===== src/rtl/fft_frame_ctrl.sv =====
// rtl/fft_frame_ctrl.sv - frame sequencer and valid/ready stream adapter for the R2Sdf FFT core
module fft_frame_ctrl #(
    parameter int STG = 4,
    parameter int DW  = 16,
    parameter int LAT = 20
) (
    input  logic                 clk,
    input  logic                 rst,
    input  logic                 cfg_scale,
    input  logic                 cfg_inv,
    input  logic                 flush,
    input  logic                 s_valid,
    output logic                 s_ready,
    input  logic signed [DW-1:0] s_re,
    input  logic signed [DW-1:0] s_im,
    output logic                 m_valid,
    input  logic                 m_ready,
    output logic signed [DW-1:0] m_re,
    output logic signed [DW-1:0] m_im,
    output logic [STG-1:0]       m_idx,
    output logic                 m_last,
    output logic                 core_en,
    output logic signed [DW-1:0] core_in_re,
    output logic signed [DW-1:0] core_in_im,
    output logic                 core_in_sync,
    output logic                 core_scale,
    output logic                 core_invexp,
    input  logic signed [DW-1:0] core_out_re,
    input  logic signed [DW-1:0] core_out_im,
    input  logic                 core_out_sync,
    output logic                 busy,
    output logic                 sync_err
);

    localparam int IW = $clog2(LAT + 1);
    localparam logic [STG-1:0] LAST = {STG{1'b1}};

    typedef enum logic [1:0] {
        RUN   = 2'd0,
        PAD   = 2'd1,
        DRAIN = 2'd2
    } state_t;

    state_t         state, state_nx;
    logic [STG-1:0] s_cnt, o_cnt, s_cnt_post;
    logic [LAT-1:0] tag;
    logic [IW-1:0]  inflight;
    logic           taken;
    logic           cfg_hold, drain_done, out_ok, in_ok;
    logic           tag_in, tag_out, cfg_load;

    // An output handshake without an en-step leaves the tag in place; taken masks it so it is not seen twice.
    assign m_valid    = tag[LAT-1] && !taken;
    assign out_ok     = !m_valid || m_ready;
    assign drain_done = (inflight == '0) && (s_cnt == '0);
    assign cfg_hold   = (s_cnt == '0) && ({cfg_scale, cfg_inv} != {core_scale, core_invexp})
                        && (inflight != '0);
    assign in_ok      = (state == RUN && s_valid && !cfg_hold) || (state == PAD)
                        || (state == DRAIN && !drain_done);
    assign core_en    = in_ok && out_ok;
    assign s_ready    = (state == RUN) && !cfg_hold && out_ok;

    assign core_in_re   = (state == RUN) ? s_re : '0;
    assign core_in_im   = (state == RUN) ? s_im : '0;
    assign core_in_sync = (s_cnt == LAST) && core_en;

    assign tag_in   = core_en && (state != DRAIN);
    assign tag_out  = core_en && tag[LAT-1];
    assign cfg_load = (s_cnt == '0) && (inflight == '0) && (state == RUN || state == DRAIN);

    assign m_re   = core_out_re;
    assign m_im   = core_out_im;
    assign m_last = (o_cnt == LAST);
    assign busy   = (state != RUN) || (inflight != '0);

    always_comb begin
        m_idx = '0;
        for (int i = 0; i < STG; i++) begin
            m_idx[i] = o_cnt[STG-1-i];
        end
    end

    // A flush in the same cycle as an accepted sample is judged on the post-increment count.
    always_comb begin
        state_nx   = state;
        s_cnt_post = core_en ? s_cnt + 1'b1 : s_cnt;
        case (state)
            RUN: begin
                if (flush) begin
                    state_nx = (s_cnt_post != '0) ? PAD : DRAIN;
                end else if (cfg_hold) begin
                    state_nx = DRAIN;
                end
            end
            PAD: begin
                if (core_en && s_cnt == LAST) begin
                    state_nx = DRAIN;
                end
            end
            DRAIN: begin
                if (drain_done) begin
                    state_nx = RUN;
                end
            end
            default: state_nx = RUN;
        endcase
    end

    always_ff @(posedge clk or posedge rst) begin
        if (rst) begin
            state       <= RUN;
            s_cnt       <= '0;
            o_cnt       <= '0;
            inflight    <= '0;
            tag         <= '0;
            taken       <= 1'b0;
            core_scale  <= 1'b0;
            core_invexp <= 1'b0;
            sync_err    <= 1'b0;
        end else begin
            state <= state_nx;
            if (core_en) begin
                s_cnt <= s_cnt + 1'b1;
                tag   <= {tag[LAT-2:0], tag_in};
                taken <= 1'b0;
            end else if (m_valid && m_ready) begin
                taken <= 1'b1;
            end
            if (tag_in && !tag_out) begin
                inflight <= inflight + 1'b1;
            end else if (!tag_in && tag_out) begin
                inflight <= inflight - 1'b1;
            end
            if (m_valid && m_ready) begin
                o_cnt <= o_cnt + 1'b1;
            end
            if (cfg_load) begin
                core_scale  <= cfg_scale;
                core_invexp <= cfg_inv;
            end
            if ((m_valid && m_ready && o_cnt == LAST && !core_out_sync)
                || (m_valid && core_out_sync && o_cnt != LAST)) begin
                sync_err <= 1'b1;
            end
        end
    end

endmodule


===== config.mk =====
export PLATFORM = sky130hd
export DESIGN_NAME = fft_frame_ctrl
export DESIGN_NICKNAME = d
export VERILOG_FILES = /design/src/rtl/fft_frame_ctrl.sv
export SDC_FILE = /design/constraint.sdc
export NUM_CORES = 1
export LEC_CHECK = 0
export CAP_MARGIN = 30
export CORE_MARGIN = 5
export CORE_UTILIZATION = 37
export DETAILED_ROUTE_END_ITERATION = 10
export GPL_TIMING_DRIVEN = 0
export MAX_ROUTING_LAYER = met4
export PLACE_DENSITY = 0.81
export SYNTH_ARGS = -nofsm -noshare
export SYNTH_HDL_FRONTEND = slang
export SYNTH_SLANG_ARGS = --single-unit

===== constraint.sdc =====
create_clock -name clk -period 3.6 [get_ports clk]
set_input_delay 0.9 -clock clk [delete_from_list [all_inputs] [get_ports clk]]
set_output_delay 0.9 -clock clk [all_outputs]
set_load 0.005 [all_outputs]

# == After elaboration in Yosys (flattened, before gate mapping) ==
# Index checks and enable logic that the tools add are counted.
# word_totals
regBits,39
latch_bits,0
mem_bits_rw,0
romBits,0
in_bits,72
elab_cells,79
n_memories,0
# classes
add_sub_neg,4
multipliers,0
div,0
order_cmp,0
eq_ne,10
shifts,0
n_mux,13
bitwise_logic,0
reduce_logical,43
# ops
op,n
16-bit two-way mux,2
1-bit logical AND,21
2-bit two-way mux,5
5-bit two-way mux,2
"4-bit by 1-bit adder with 4-bit output, second input constant",2
"4-bit == test, second input constant",2
1-bit zero test,7
1-bit logical OR,6
"2-bit != test, second input constant",3
2-bit one-hot mux with 3 select lines,1
2-bit nonzero test,3
"5-bit by 1-bit adder with 5-bit output, second input constant",1
5-bit zero test,1
5-bit nonzero test,1
"5-bit by 1-bit subtractor with 5-bit output, second input constant",1
4-bit zero test,1
4-bit two-way mux,1
"4-bit != test, second input constant",1
4-bit nonzero test,1
"3-bit != test, second input constant",1
3-bit AND reduction,1
"2-bit by 1-bit == test with 1-bit output, second input constant",1
"2-bit == test, second input constant",1
2-bit zero test,1
2 further kinds,3

# == Longest topological paths before layout ==
# Gate-level depths: netlist of run 1.
# depth
ltp_word,13
depth_mapped,15

# == Least setup slack after synthesis of run 1 ==
# Ideal clock, no wire load.
# synth_path
path_kind,input-to-reg
from,input s_valid
to,register inflight[4]
setup_ns,0.127
arrival_time_ns,3.215
t_required_ns,3.473
slack_ns,0.257
cell_stages,13
n_path_buf,1
path_cell_list,o21ai_0 -> a41o_1 -> a211oi_4 -> buf_4 -> a21boi_0 -> ha_1 -> inv_1 -> fa_1 -> a21o_1 -> a21oi_1 -> xnor2_1 -> nor2_1 -> xor2_1
# synth_between
elab_chain_len,9
elab_cells_between_ends,13
# synth_lines
item,line_no,text
start: declaration,12,"input logic s_valid,"
1-bit logical AND * (2 in series),58,assign in_ok = (state == RUN && s_valid && !cfg_hold) || (state == PAD)
1-bit logical OR *,58,
1-bit logical OR *,59,|| (state == DRAIN && !drain_done);
1-bit logical AND *,60,assign core_en = in_ok && out_ok;
via core_en,22,"output logic core_en,"
1-bit logical AND *,67,assign tag_in = core_en && (state != DRAIN);
via tag_in,50,"logic tag_in, tag_out, cfg_load;"
1-bit zero test,131,end else if (!tag_in && tag_out) begin
1-bit logical AND,131,
2-bit nonzero test (no line),--,
end signal: assignment,130,inflight <= inflight + 1'b1;
end signal: assignment,132,inflight <= inflight - 1'b1;
end: declaration,47,logic [IW-1:0] inflight;
# The timed path passes the listed nets; every way through them passes the cells marked *.
# A chain may end at the register's enable or synchronous reset.

# == Final worst setup path of run 1 ==
# layout_path
from,input s_valid
to,output core_in_sync
# layout_between
elab_chain_len,6
# layout_lines
item,line_no,text
1-bit logical AND (2 in series),58,
1-bit logical OR,58,
1-bit logical OR,59,
1-bit logical AND,60,
1-bit logical AND,65,assign core_in_sync = (s_cnt == LAST) && core_en;
end: declaration,25,"output logic core_in_sync,"
# Every way passes these cells.

==> metrics.yaml, run 1 <==
yosys:
  synth_cell_type_count: 38
  synth.most_common_cell: "dfrtp_1"
  ys.warnings.count: 0
  synth_common_cells: "39 x dfrtp_1, 34 x buf_4, 33 x and2_1"
  netlist_area_sq_um: 2350
  syn-num-nets: 304
  yosys-top-cells-area: "dfrtp_1 41%, mux2_2 11%, buf_4 11%"
  ys_seq_area_frac: 0.414
  avgSynthCellArea_sq_um: 10.5
  synth.ff_latch_count: 39
  yosysTopAreaCellShare: 0.414
  synth-main-ff-cell: "dfrtp_1"
  yosysTopAreaCell: "dfrtp_1"
  async_reset_ff_frac: 1.00
  synth_cells: 224
  synth_edf_count: 0
grt:
  antenna_found_initial: 0
  grt_pass1_wl_um: 10900
  overflow: 0
  grt_max_degree: 40
  grt_pass1_vias: 2057
  grt_util_all_layers: 0.168
power:
  p_leak_nw: 1.64
  power_density_nw_per_um2: 787
  pwr-share-seq: 0.273
  p_comb_frac: 0.586
  total_power_w: 0.00300
  p_int_w: 0.00194
  p_clk_frac: 0.141
  vdd_drop_max_mv: 0.444
  p_sw_w: 0.00106
  swShare: 0.354
placement:
  gp_congestion: 0.787
  dp_hpwl_um: 5160
  port_buffers: 116
detailed_routing:
  drtAntennaViolNets: 0
  wl_um: 6360
  vias: 1960
  routedWlPerCell_um: 14.8
  vias_per_cell: 4.57
  drc: 0
  drtIter0Drc: 92
  drt-pass1-iter-count: 4
timing:
  hold_violations: 0
  tightest_slew_ps: 772
  fmax_mhz: 288
  holdWs_ps: 479
  min_period_over_period: 0.965
  rsz0062_at_grt: "false"
  drv_slew: 0
  finalSetupViolCount: 0
  finalClockSkew_ps: 7.45
  timing.slew.headroom: 0.485
  final.min_clock_period_ps: 3470
outcome:
  status: "completed"
setup_path:
  r2r_slack_ps: 250
  crit_path_start_kind: "input pin"
  worst-setup-path-type: "in2out"
  crit_path_end_kind: "primary output"
  required_ps: 2700
  crit_path_max_fanout: 3
  cp.arrival_ps: 2570
floorplan:
  initial_core_util: 0.375
  core_sq_um: 6280
  die_area_sq_um: 8060
  pin_count: 149
  die_y_um: 89.8
  die_x_um: 89.8
  row_count: 29
layout:
  nNetsFinal: 431
  synthToLayoutAreaGrowth_pct: 62.1
  layout-drive-gt1-share: 0.233
  utilization: 0.608
  antennaDiodeCount: 0
clock_network:
  cts_tree: "built"
  cts.sinks: 39
  max-clock-path-buffers: 2
  h-tree-depth: 2
  clk_latency_ps: 290
  clkSlewWorstSetupHoldPaths_ps: 80
  cts_root_buf: "clkbuf_8"
  cts_made_buffers: 5
job:
  drv_cap: 0
min_path:
  hold_class: "reg2reg"
==> logic make-up after synthesis <==
family	Yosys count	share of synthesized area
and+or+nand+nor	66	0.157
adders and majority gates	8	0.0457
buffers and inverters	47	0.132
muxes	24	0.114
xor gates and xnor gates	14	0.0521
AOI/OAI and AO/OA	26	0.0840
DFF	39	0.414
==> layout by cell type (no fill, tap or decap), types with 2 or more instances in the layout <==
cell	n
nand3_1	2
xnor2_2	2
a21oi_1	2
a21o_1	2
ha_1	6
nand4_1	2
xnor2_1	8
inv_1	7
bufinv_16	2
a211o_1	2
clkbuf_8	5
a211oi_1	3
buf_4	37
mux2_2	23
o21ai_0	5
a31oi_1	2
nand2_1	12
a21oi_2	2
nor2_1	7
clkdlybuf4s50_1	113
clkbuf_1	5
nand2b_1	2
and2_1	32
dlygate4sd2_1	2
dfrtp_1	39
xor2_1	4
buf_6	2
nor3_1	2
a211oi_4	2
==> metrics by stage <==
| step | setup TNS, ps | cells | worst slack (ps) | area, sq um |
|---|---|---|---|---|
| 5_1_grt | 0 | 429 | 20.1 | 3820 |
| 4_1_cts | 0 | 428 | 5.24 | 3800 |
| 3_3_place_gp | -782 | 417 | -420 | 3610 |
| 6_report | 0 | 429 | 125 | 3820 |
| 3_5_place_dp | -1100 | 417 | -473 | 3610 |
| 2_1_floorplan | 0 | 224 | 257 | 2350 |
==> critical path: stages <==
cell	delay (ps)
clkdlybuf4s50_1	490
o21ai_0	90
a41o_1	250
a21oi_2	170
and2_4	170
clkdlybuf4s50_1	500
==> area by class of cell <==
class | count | area, sq um
tap | 77 | 96.3
timing repair buffer | 120 | 1190
clock inverter | 2 | 60.1
sequential | 39 | 976
buffer | 39 | 285
inverter | 8 | 30.0
fill | 528 | 2460
multi-input combinational | 138 | 1100
clock buffer | 6 | 72.6
==> timing repair <==
item,CTS,global route
resized for setup,10,3
endpoints found under the setup margin,5,3
setup buffers,3,1
pin swaps,5,4
hold buffers,0,0
==> power by group through the flow <==
stage / Sequential [W] / Combinational, W / Clock (W)
3_5_place_dp: 0.000824 / 0.00168 / 0
2_1_floorplan: 0.000782 / 0.00107 / 0
3_3_place_gp: 0.000814 / 0.00163 / 0
4_1_cts: 0.000821 / 0.00177 / 0.000435
5_1_grt: 0.000854 / 0.00195 / 0.000450
6_report: 0.000820 / 0.00176 / 0.000424
==> per-layer routing <==
| layer | up-vias | wire, um | global-route usage |
|---|---|---|---|
| met5 | - | 0 | - |
| met1 | 923 | 2570 | 0.201 |
| met2 | 57 | 3420 | 0.282 |
| met3 | 9 | 279 | 0.0376 |
| li1 | 971 | - | - |
| met4 | 0 | 85 | 0.0479 |
==> sequential cells by signal (all words and copies together), names as in the netlist <==
signal and flops:
core_invexp 1, core_scale 1, inflight 5, o_cnt 4
s_cnt 4, state 2, sync_err 1, tag 20
taken 1
==> path summary, 6_finish.rpt <==
kind	endpoint	cells after the start	start
worst min register to register	sync_err$_DFFE_PP0P_	1	sync_err$_DFFE_PP0P_
worst max-delay path	core_in_sync	6	s_valid
max in group asynchronous	inflight[2]$_DFFE_PP0P_	2	rst
worst min-delay path	sync_err$_DFFE_PP0P_	1	sync_err$_DFFE_PP0P_
min in group asynchronous	tag[11]$_DFFE_PP0N_	2	rst
worst max register to register	inflight[4]$_DFFE_PP0P_	14	inflight[0]$_DFFE_PP0P_
Note: power is estimated with default switching activity, not from simulation.
==> run 2: changes to the inputs <==
--- a/config.mk
+++ b/config.mk
@@ -10,7 +10,6 @@
 export CORE_UTILIZATION = 37
 export DETAILED_ROUTE_END_ITERATION = 10
 export GPL_TIMING_DRIVEN = 0
-export MAX_ROUTING_LAYER = met4
 export PLACE_DENSITY = 0.81
 export SYNTH_ARGS = -nofsm -noshare
 export SYNTH_HDL_FRONTEND = slang
==> metrics.yaml, run 2 (same netlist as run 1, synthesis figures left out) <==
outcome:
  status: "completed"
layout:
  top_register: "tag"
  utilization: 0.608  # unchanged
  synthToLayoutAreaGrowth_pct: 62.1  # unchanged
  reg_top3: "tag (20), inflight (5)"
  nNetsFinal: 431  # unchanged
  antennaDiodeCount: 0  # unchanged
  mostFrequentLayoutCells: "112 x clkdlybuf4s50_1, 39 x dfrtp_1, 37 x buf_4"
  layout_commonest_cell: "clkdlybuf4s50_1"
  layout-drive-gt1-share: 0.230  # -0.00284
  largest_reg_flops: 20  # unchanged
  postLayoutCellArea_sq_um: 3820  # unchanged
detailed_routing:
  drt-pass1-iter-count: 4  # unchanged
  drc: 0  # unchanged
  routedWlPerCell_um: 14.8  # +0.16%
  drtIter0Drc: 79  # -14%
  wl_um: 6370  # +0.16%
  drtAntennaViolNets: 0  # unchanged
  vias: 1957  # -0.15%
  vias_per_cell: 4.56  # -0.15%
floorplan:
  pin_count: 149  # unchanged
  initial_core_util: 0.375  # unchanged
  core_sq_um: 6280  # unchanged
  row_count: 29  # unchanged
  die_x_um: 89.8  # unchanged
  die_area_sq_um: 8060  # unchanged
  die_y_um: 89.8  # unchanged
placement:
  port_buffers: 116  # unchanged
  gp_congestion: 0.777  # -1.3%
  placed_cell_area_sq_um: 3610  # unchanged
  dp_hpwl_um: 5160  # unchanged
min_path:
  min_to: "sync_err$_DFFE_PP0P_"
  worstHoldStart: "sync_err$_DFFE_PP0P_"
  hold_depth: 1  # unchanged
  hold_class: "reg2reg"
setup_path:
  crit_path_max_fanout: 5  # +2
  timing.rr.start: "inflight[0]$_DFFE_PP0P_"
  reg2regPathDepth: 14  # unchanged
  cp.arrival_ps: 3610  # +1040 ps
  rr_endpoint: "inflight[4]$_DFFE_PP0P_"
  r2r_slack_ps: 250  # about the same
  worst-setup-path-type: "in2reg"
  crit_path_end_kind: "register"
  required_ps: 3770  # +1070 ps
  crit_path_start_kind: "input pin"
clock_network:
  cts_hold_buffers: 0  # unchanged
  cts_made_buffers: 5  # unchanged
  cts.sinks: 39  # unchanged
  clkSlewWorstSetupHoldPaths_ps: 80  # about the same
  max-clock-path-buffers: 2  # unchanged
  clk_latency_ps: 280  # about the same
  cts_root_buf: "clkbuf_8"
  cts_tree: "built"
  h-tree-depth: 2  # unchanged
power:
  p_sw_w: 0.00106  # about the same
  p_clk_frac: 0.141  # about the same
  swShare: 0.354  # about the same
  p_int_w: 0.00194  # -0.12%
  pwr-share-seq: 0.273  # about the same
  power_density_nw_per_um2: 786  # -0.11%
  p_comb_frac: 0.586  # about the same
  p_leak_nw: 1.65  # +1.0%
  vdd_drop_max_mv: 0.441  # -0.61%
timing:
  rsz0062_at_grt: "false"
  finalSetupViolCount: 0  # unchanged
  min_period_over_period: 0.956  # -0.00949
  tightest_slew_ps: 771  # -0.108 ps
  finalClockSkew_ps: 7.00  # -0.449 ps
  final.min_clock_period_ps: 3440  # -34.2 ps
  drv_slew: 0  # unchanged
  fmax_mhz: 291  # +0.99%
  timing.slew.headroom: 0.485  # about the same
  hold_violations: 0  # unchanged
grt:
  antenna_found_initial: 0  # unchanged
  grt_pass1_vias: 2058  # +0.049%
  overflow: 0  # unchanged
  grt_pass1_wl_um: 10900  # +0.13%
  grt_max_degree: 40  # unchanged
  grt_util_all_layers: 0.163  # -0.00444
job:
  drv_cap: 0  # unchanged
==> run 2: metrics by stage <==
stage	setup slack (ps)	cells	hold slack [ps]	TNS, ps	total power, W
after floorplan	257	224	454	0	0.00185
after detailed placement	-473	417	463	-1100	0.00250
after global placement	-420	417	463	-782	0.00244
after CTS	5.24	428	484	0	0.00303
after global routing	20.7	429	507	0	0.00325
final	159	429	478	0	0.00300
==> run 2: final cells by class <==
| cell class | count | area (sq um) |
|---|---|---|
| Buffer | 39 | 285 |
| Clock buffer | 6 | 72.6 |
| Clock inverter | 2 | 60.1 |
| Fill cell | 527 | 2460 |
| Inverter | 8 | 30.0 |
| Multi-Input combinational cell | 138 | 1100 |
| Sequential cell | 39 | 976 |
| Tap cell | 77 | 96.3 |
| Timing Repair Buffer | 120 | 1190 |
==> run 2: how the worst max path moves through the flow <==
stage | end | start | cells past startpoint | slack [ps]
after detailed placement | inflight[4]$_DFFE_PP0P_ | cfg_inv | 14 | -470
after global routing | inflight[4]$_DFFE_PP0P_ | s_valid | 14 | 20
after CTS | core_in_sync | cfg_inv | 6 | 5
after global placement | inflight[4]$_DFFE_PP0P_ | s_valid | 14 | -420
final | inflight[4]$_DFFE_PP0P_ | s_valid | 14 | 160
after floorplan | inflight[4]$_DFFE_PP0P_ | s_valid | 13 | 260
==> run 2: routing by layer <==
layer / track usage / part of all wire
met5: 0 / 0
met4: 0.0479 / 0.013
met1: 0.200 / 0.40
met3: 0.0401 / 0.048
met2: 0.282 / 0.54
==> run 2: repair_timing <==
item	CTS	global route
pin swaps	5	2
buffers inserted	3	1
endpoints found under the setup margin	5	3
resized for setup	10	3
==> run 2: critical path, stage by stage <==
cell and delay [ps]:
clkdlybuf4s50_1 490, o21ai_0 90, a41o_1 250, a211oi_4 220, buf_6 150, a21boi_1 160, ha_2 200, inv_1 90
fa_2 360, a21o_1 200, a21oi_2 150, xnor2_1 130, nor2_1 70, xor2_1 150
==> run 2: power by group through the flow <==
stage               combinational (W)  clock, W  sequential, W
global placement              0.00163         0       0.000814
floorplan                     0.00107         0       0.000782
CTS                           0.00177  0.000435       0.000821
finish                        0.00176  0.000422       0.000820
global route                  0.00194  0.000450       0.000854
detailed placement            0.00168         0       0.000824
==> run 3: changes to the inputs <==
--- a/config.mk
+++ b/config.mk
@@ -7,10 +7,11 @@
 export LEC_CHECK = 0
 export CAP_MARGIN = 30
 export CORE_MARGIN = 5
-export CORE_UTILIZATION = 37
+export CORE_UTILIZATION = 35
+export CTS_BUF_LIST = sky130_fd_sc_hd__clkbuf_4
 export DETAILED_ROUTE_END_ITERATION = 10
 export GPL_TIMING_DRIVEN = 0
-export PLACE_DENSITY = 0.81
+export PLACE_DENSITY = 0.77
 export SYNTH_ARGS = -nofsm -noshare
 export SYNTH_HDL_FRONTEND = slang
 export SYNTH_SLANG_ARGS = --single-unit
==> metrics.yaml, run 3 (same netlist as run 1, synthesis figures left out) <==
timing:
  tightest_slew_ps: 786  # +14.4 ps
  finalSetupViolCount: 0  # unchanged
  timing.slew.headroom: 0.475  # -0.00959
  fmax_mhz: 287  # -1.3%
  hold_violations: 0  # unchanged
  finalClockSkew_ps: 9.89  # +2.88 ps
  drv_slew: 0  # unchanged
  min_period_over_period: 0.968  # +0.0124
  final.min_clock_period_ps: 3490  # +44.8 ps
  rsz0062_at_grt: "false"
  finalSetupTns_ps: 0  # unchanged
detailed_routing:
  drtIter0Drc: 90  # +14%
  vias_per_cell: 4.60  # +0.84%
  vias: 1978  # +1.1%
  routedWlPerCell_um: 15.2  # +2.5%
  drt-pass1-iter-count: 4  # unchanged
  wl_um: 6540  # +2.8%
  drtAntennaViolNets: 0  # unchanged
  drc: 0  # unchanged
power:
  vdd_drop_max_mv: 0.414  # -6.2%
  p_leak_nw: 1.63  # -1.5%
  power_density_nw_per_um2: 749  # -4.7%
clock_network:
  cts_root_buf: "clkbuf_4"
  clk_latency_ps: 340  # +60 ps
  cts.sinks: 39  # unchanged
  cts_made_buffers: 5  # unchanged
  cts_tree: "built"
  h-tree-depth: 2  # unchanged
  clkSlewWorstSetupHoldPaths_ps: 110  # +30 ps
  cts_hold_buffers: 0  # unchanged
  max-clock-path-buffers: 2  # unchanged
layout:
  layout_commonest_cell: "clkdlybuf4s50_1"
  nNetsFinal: 432  # +0.23%
  synthToLayoutAreaGrowth_pct: 59.5
  mostFrequentLayoutCells: "113 x clkdlybuf4s50_1, 39 x dfrtp_1, 38 x buf_4"
  postLayoutCellArea_sq_um: 3760  # -1.6%
  antennaDiodeCount: 0  # unchanged
  largest_reg_flops: 20  # unchanged
  fillers: 562  # +6.6%
  seqCellArea_sq_um: 976  # unchanged
  top_register: "tag"
  utilization: 0.582  # -0.0264
  reg_top3: "tag (20), inflight (5)"
  multi_input_area_sq_um: 1100  # +0.23%
  layout-drive-gt1-share: 0.238  # +0.00785
floorplan:
  die_x_um: 92.0  # +2.5%
  die_area_sq_um: 8470  # +5.1%
  core_sq_um: 6460  # +2.9%
  pin_count: 149  # unchanged
  die_y_um: 92.0  # +2.5%
  row_count: 29  # unchanged
  initial_core_util: 0.365  # -0.0105
grt:
  grt_pass1_vias: 2089  # +1.5%
  grt_pass1_wl_um: 10500  # -3.7%
  antenna_found_initial: 0  # unchanged
  grt_util_all_layers: 0.152  # -0.0114
  grt_max_degree: 40  # unchanged
  overflow: 0  # unchanged
setup_path:
  crit_path_max_fanout: 2  # -3
  crit_path_start_kind: "input pin"
  crit_path_end_kind: "primary output"
  required_ps: 2700  # -1070 ps
  cp.arrival_ps: 2590  # -1020 ps
  worst-setup-path-type: "in2out"
min_path:
  hold_class: "reg2reg"
job:
  drv_cap: 0  # unchanged
outcome:
  status: "completed"
placement:
  gp_congestion: 0.896  # +15%
  port_buffers: 116  # unchanged
  placed_cell_area_sq_um: 3610  # unchanged
  dp_hpwl_um: 5380  # +4.3%
[run 3: cell types whose count changed in the layout (fill, tap and decap cells not counted)]
cell	delta
clkbuf_8	-5
bufinv_16	-2
clkbuf_1	-1
and2_4	+1
clkinv_2	+1
dlymetal6s2s_1	+1
buf_4	+1
and2_1	-1
dlygate4sd2_1	-2
clkdlybuf4s50_1	+1
clkbuf_4	+7
[run 3: worst max-delay path: stages]
cell and delay, ps:
clkdlybuf4s50_1 500, o21ai_0 110, a41o_1 260, a21oi_2 160, and2_4 170, clkdlybuf4s50_1 500
[run 3: cell type report]
| type | instances | area share |
|---|---|---|
| Multi-Input combinational cell | 138 | 0.294 |
| Timing Repair Buffer | 121 | 0.321 |
| Buffer | 39 | 0.0759 |
| Clock buffer | 7 | 0.0140 |
| Clock inverter | 1 | 0.00133 |
| Sequential cell | 39 | 0.260 |
| Inverter | 8 | 0.00799 |
| Tap cell | 77 | 0.0256 |
[run 3: path summary, 6_finish.rpt]
path	start	end	slack [ps]	cells after the start
min in group asynchronous	rst	tag[15]$_DFFE_PP0N_	1010	2
worst max register to register	inflight[0]$_DFFE_PP0P_	inflight[4]$_DFFE_PP0P_	190	14
worst max-delay path	s_valid	core_in_sync	110	6
worst min-delay path	sync_err$_DFFE_PP0P_	sync_err$_DFFE_PP0P_	480	1
worst min register to register	sync_err$_DFFE_PP0P_	sync_err$_DFFE_PP0P_	480	1
max in group asynchronous	rst	core_invexp$_DFFE_PP0P_	2090	2
[run 3: power breakdown]
| group | internal (W) | leakage (nW) | switching [W] | total, W |
|---|---|---|---|---|
| Combinational | 0.00102 | 1.13 | 0.000748 | 0.00177 |
| Clock | 0.0000913 | 0.0361 | 0.000136 | 0.000227 |
| Sequential | 0.000643 | 0.458 | 0.000174 | 0.000817 |
| Total | 0.00176 | 1.63 | 0.00106 | 0.00281 |
[run 3: layer usage]
layer	wire, um	share of wire	vias up	global-route usage
li1	-	-	975	-
met1	2570	0.39	926	0.182
met2	3570	0.55	68	0.277
met3	339	0.052	9	0.0401
met4	61	0.0093	0	0.0260
met5	0	0	-	0
[run 3: what timing repair did]
item | 4_1_cts | 5_1_grt
pin swaps | 3 | 2
gates resized for setup | 8 | 5
endpoints found under the setup margin | 3 | 3
setup buffers | 4 | 1
[run 3: per-stage QoR]
stage	worst slack [ps]	total power (W)	hold slack, ps	instances
2_1_floorplan	257	0.00185	454	224
3_3_place_gp	-435	0.00245	460	417
3_5_place_dp	-554	0.00251	466	417
4_1_cts	2.65	0.00284	493	429
5_1_grt	23.0	0.00307	502	430
6_report	114	0.00281	484	430
